$ cat src/rtl/lshift_2_if.sv
// Bus bundle for the fixed left shifter: operand/qualifier in, combinational
// and registered results out.
interface lshift_2_if #(
    parameter int WIDTH = 32,
    parameter int SHAMT = 2
);
    logic [WIDTH-1:0] entrada;
    logic             in_valid;
    logic [WIDTH-1:0] saida;
    logic [WIDTH-1:0] saida_q;
    logic             out_valid;
    logic             overflow;
    logic [SHAMT-1:0] shifted_out;

    // Producer side: drives the operand and reads back results
    modport master (
        output entrada,
        output in_valid,
        input  saida,
        input  saida_q,
        input  out_valid,
        input  overflow,
        input  shifted_out
    );

    // Shifter side
    modport slave (
        input  entrada,
        input  in_valid,
        output saida,
        output saida_q,
        output out_valid,
        output overflow,
        output shifted_out
    );
endinterface

$ cat src/rtl/lshift_2.sv
// Fixed-amount left shifter with a combinational result and a single
// registered stage that also reports the discarded high bits.
module lshift_2 #(
    parameter int WIDTH = 32,
    parameter int SHAMT = 2
) (
    input  logic       clk,
    input  logic       reset,
    lshift_2_if.slave  bus
);

    logic [SHAMT-1:0] discarded;

    // The shift itself: low bits zero-filled, top SHAMT bits dropped
    assign bus.saida = {bus.entrada[WIDTH-1-SHAMT:0], {SHAMT{1'b0}}};
    assign discarded = bus.entrada[WIDTH-1 -: SHAMT];

    // Single capture stage; results hold while idle, only the valid flag drops
    always_ff @(posedge clk or negedge reset) begin
        if (!reset) begin
            bus.saida_q     <= '0;
            bus.shifted_out <= '0;
            bus.overflow    <= 1'b0;
            bus.out_valid   <= 1'b0;
        end else if (bus.in_valid) begin
            bus.saida_q     <= bus.saida;
            bus.shifted_out <= discarded;
            bus.overflow    <= |discarded;
            bus.out_valid   <= 1'b1;
        end else begin
            bus.out_valid   <= 1'b0;
        end
    end

endmodule

$ cat src/flat_wrapper.sv
// flat-port wrapper written by rule: the top's interface ports become plain ports
module lshift_2_flat 
#(
    parameter int WIDTH = 32,
    parameter int SHAMT = 2
)
  (clk, reset, bus_entrada, bus_in_valid, bus_saida, bus_saida_q, bus_out_valid, bus_overflow, bus_shifted_out);
  lshift_2_if #(.WIDTH(WIDTH), .SHAMT(SHAMT)) bus_i ();
  input  logic clk;
  input  logic reset;
  input wire logic [$bits(bus_i.entrada)-1:0] bus_entrada;
  input wire logic [$bits(bus_i.in_valid)-1:0] bus_in_valid;
  output wire logic [$bits(bus_i.saida)-1:0] bus_saida;
  output wire logic [$bits(bus_i.saida_q)-1:0] bus_saida_q;
  output wire logic [$bits(bus_i.out_valid)-1:0] bus_out_valid;
  output wire logic [$bits(bus_i.overflow)-1:0] bus_overflow;
  output wire logic [$bits(bus_i.shifted_out)-1:0] bus_shifted_out;
  assign bus_i.entrada = bus_entrada;
  assign bus_i.in_valid = bus_in_valid;
  assign bus_saida = bus_i.saida;
  assign bus_saida_q = bus_i.saida_q;
  assign bus_out_valid = bus_i.out_valid;
  assign bus_overflow = bus_i.overflow;
  assign bus_shifted_out = bus_i.shifted_out;
  lshift_2 #(.WIDTH(WIDTH), .SHAMT(SHAMT)) u_core (.clk(clk), .reset(reset), .bus(bus_i));
endmodule
$ cat config.mk
export PLATFORM = sky130hd
export DESIGN_NAME = lshift_2_flat
export DESIGN_NICKNAME = d
export VERILOG_FILES = /design/src/rtl/lshift_2_if.sv /design/src/rtl/lshift_2.sv /design/src/flat_wrapper.sv
export SDC_FILE = /design/constraint.sdc
export NUM_CORES = 1
export LEC_CHECK = 0
export CAP_MARGIN = 40
export CORE_MARGIN = 5
export CORE_UTILIZATION = 38
export CTS_BUF_LIST = sky130_fd_sc_hd__clkbuf_2
export DETAILED_ROUTE_END_ITERATION = 8
export GPL_TIMING_DRIVEN = 0
export PLACE_DENSITY = 0.86
export SYNTH_ARGS = -nofsm -noshare
export SYNTH_HDL_FRONTEND = slang
export SYNTH_SLANG_ARGS = --single-unit
export TNS_END_PERCENT = 50
$ cat constraint.sdc
create_clock -name clk -period 0.8 [get_ports clk]
set_input_delay 0.2 -clock clk [delete_from_list [all_inputs] [get_ports clk]]
set_output_delay 0.2 -clock clk [all_outputs]
set_load 0.03 [all_outputs]
==> flow_summary.yaml <==
status:
  status: "complete, but fails checks"
  violations: "hold timing, setup timing"
place:
  gp_congestion: 0.699
  dp_cells: 261
  pre_cts_ws_ns: -0.872
  io_buffers: 98
  placed_cell_area_um2: 2760
sta:
  rsz0062_at_grt: "true"
  layout_setup_ws_ns: -0.348
  hold_viol_final: 34
  finalClockSkew_ns: 0
  relSlewSlack_pct: 49.5
  finalMaxSlewViolations: 0
  whs_ns: -0.111
  period_needed_ns: 1.15
  tightest_slew_ns: 0.758
  setup_violations: 43
  clock.fmax_mhz: 871
  fin_crit_sh_pct: 143
final_layout:
  diodes: 0
  stdcell_area_um2: 2840
  fin_cells: 274
  finalNetCount: 257
  final_core_util_pct: 66.1
  nFillCells: 340
  drive_above_1_share_pct: 94.6
  areaGrowthSynthToFinish_pct: 71.2
routing:
  dr.pass1.iters: 3
  wire_per_inst_um: 14.7
  postRouteAntennaNets: 0
  met3_length_um: 269
  met2_length_um: 2240
  top_layer: "met4"
  drtIter0Drc: 10
  vias: 1165
  drt_wl_total_um: 4040
  vias_per_cell: 4.25
  drc: 0
  wl_met1_um: 1490
synth:
  muxShareOfSynthArea_pct: 28.1
  synth_cell_types: 9
  synth_top_area_share_pct: 51.3
  synth_xor_area_share_pct: 0
  synthTopCellsByArea: "dfrtp_1 (51%), mux2_4 (25%), buf_4 (15%)"
  synth_common_cells: "buf_4 (34), dfrtp_1 (34), mux2_4 (28)"
  ys.flop_type: "dfrtp_1"
  synth-compound-area-share_pct: 0.302
  synthesis.area_um2: 1660
  avgSynthCellArea_um2: 15.4
  synth_edf_count: 0
  synth_top_family_by_area: "multiplexers"
  ys_seq_area_share_pct: 51.3
  synth_cells: 108
  synth-seq-cells: 34
  synth-adder-area-share_pct: 0
  yosys.area.top_type: "dfrtp_1"
  synth-simple-area-share_pct: 0.452
  asyncSetResetFlopFracSynth_pct: 100
  yosys_warnings: 0
critical_path:
  crit_arrival_ns: 0.95
  worst_path_largest_cell_delay_ns: 0.45
  cp_max_fo: 2
  r2r_end: "u_core.bus.saida_q[26]"
  slowest_stage: "dfrtp_2"
  crit_required_ns: 0.60
  worstSetupStartpointType: "flop"
  ff2ff_setup_slack_ns: -0.23
  cp_cell_sequence: "buf_6"
  rr_startpoint: "u_core.bus.saida_q[26]"
  crit_buf_inv: 1
  r2r_cells: 3
  cp_top_family: "flip-flops"
  worst-setup-path-type: "flop to output port"
  setup.worst_path.end_class: "output port"
die:
  fp-row-count: 24
  die_x_um: 76.1
  io_pins: 103
  start_util_pct: 38.6
  coreArea_um2: 4290
  fp.dieH_um: 76.1
  die_area_um2: 5790
clocking:
  clock_path_buffers: 2
  cts_tree: "built"
  clockRootBuffer: "clkbuf_2"
  insertion_delay_ns: 0.35
  clk_pin_slew_ns: 0.17
  htree_levels: 2
  cts_sinks: 34
  numCtsBuffers: 5
pwr:
  clock_power_share_pct: 16.4
  vdd_drop_max_uv: 815
  comb_power_share_pct: 39.7
  leakage_uw: 0.00143
  p_per_area_nw_per_um2: 1640
  pwr-share-seq_pct: 43.9
  finalPower_uw: 4650
  p_switching_uw: 1540
  p_int_uw: 3110
  switching_share_pct: 33.1
grt:
  grt_antenna_before_repair: 0
  grt_pass1_wl_um: 6470
  overflow: 0
  grt_pass1_vias: 1295
  grt_util_all_layers_pct: 13.8
  grt_max_degree: 35
hold_path:
  hold_path.class: "input pin to asynchronous set/reset pin"
job:
  max_cap_violations: 0
## how the worst max path moves through the flow
stage / from / end / slack, ns / cells past startpoint
global route: u_core.bus.saida_q[21] / bus_saida_q[21] / -0.41 / 1
detailed placement: bus_entrada[0] / bus_saida[2] / -0.87 / 3
global placement: reset / u_core.bus.saida_q[8] / -1.31 / 1
CTS: u_core.bus.saida_q[4] / bus_saida_q[4] / -0.38 / 1
finish: u_core.bus.saida_q[9] / bus_saida_q[9] / -0.35 / 1
floorplan: bus_in_valid / u_core.bus.saida_q[10] / -0.07 / 3
## metal layers
layer	GRT usage, %	vias to the layer above
met5	0	-
met2	24.8	49
li1	-	542
met4	4.20	0
met1	15.4	570
met3	4.26	4
## power groups by stage
stage          logic (uW)  clock network (uW)  registers (uW)
2_1_floorplan         655                   0            2380
3_3_place_gp         1760                   0            2030
3_5_place_dp         1780                   0            2040
4_1_cts              1850                 803            2040
5_1_grt              1920                 876            2070
6_report             1840                 765            2040
## cell usage in the layout, fill, tap and decap left out, drive strengths merged
| cell type | instances |
|---|---|
| conb | 4 |
| clkbuf | 7 |
| dlygate4sd2 | 1 |
| buf | 139 |
| mux2 | 32 |
| dfrtp | 34 |
| nor2 | 2 |
| clkdlybuf4s50 | 2 |
| a21oi | 1 |
## layout make-up
cell class | instances | area, um^2 | area share, %
sequential | 34 | 891 | 31.4
timing repair buffer | 104 | 961 | 33.8
clock buffer | 7 | 35.0 | 1.23
multi-input combinational | 39 | 493 | 17.4
tap | 52 | 65.1 | 2.29
buffer | 38 | 395 | 13.9
## cells by family (layout without fill, tap and decap cells)
logic type	count (synthesis)	in the layout
AO/OA/AOI/OAI	1	1
buffers and inverters	38	149
flip-flops	34	34
multiplexers	32	32
other	1	4
AND/OR/NAND/NOR	2	2
## sequential cells by signal (all words and copies together), names as in the netlist
| register | cells |
|---|---|
| u_core.bus.saida_q | 30 |
| u_core.bus.overflow | 1 |
| u_core.bus.shifted_out | 2 |
| u_core.bus.out_valid | 1 |
## what timing repair did
action                     4_1_cts  5_1_grt
pin swaps                        0        0
hold endpoints to repair        34       34
buffers inserted                 5        1
gates resized for setup        586        2
setup endpoints to repair       97       64
## through the flow
step	setup TNS, ns	hold WS, ns
4_1_cts	-13.11	-0.120
3_3_place_gp	-103.89	0.497
3_5_place_dp	-63.31	0.317
2_1_floorplan	-2.01	-0.0956
5_1_grt	-14.75	-0.0826
6_report	-12.05	-0.111
Power figures use the tool's default switching activity.
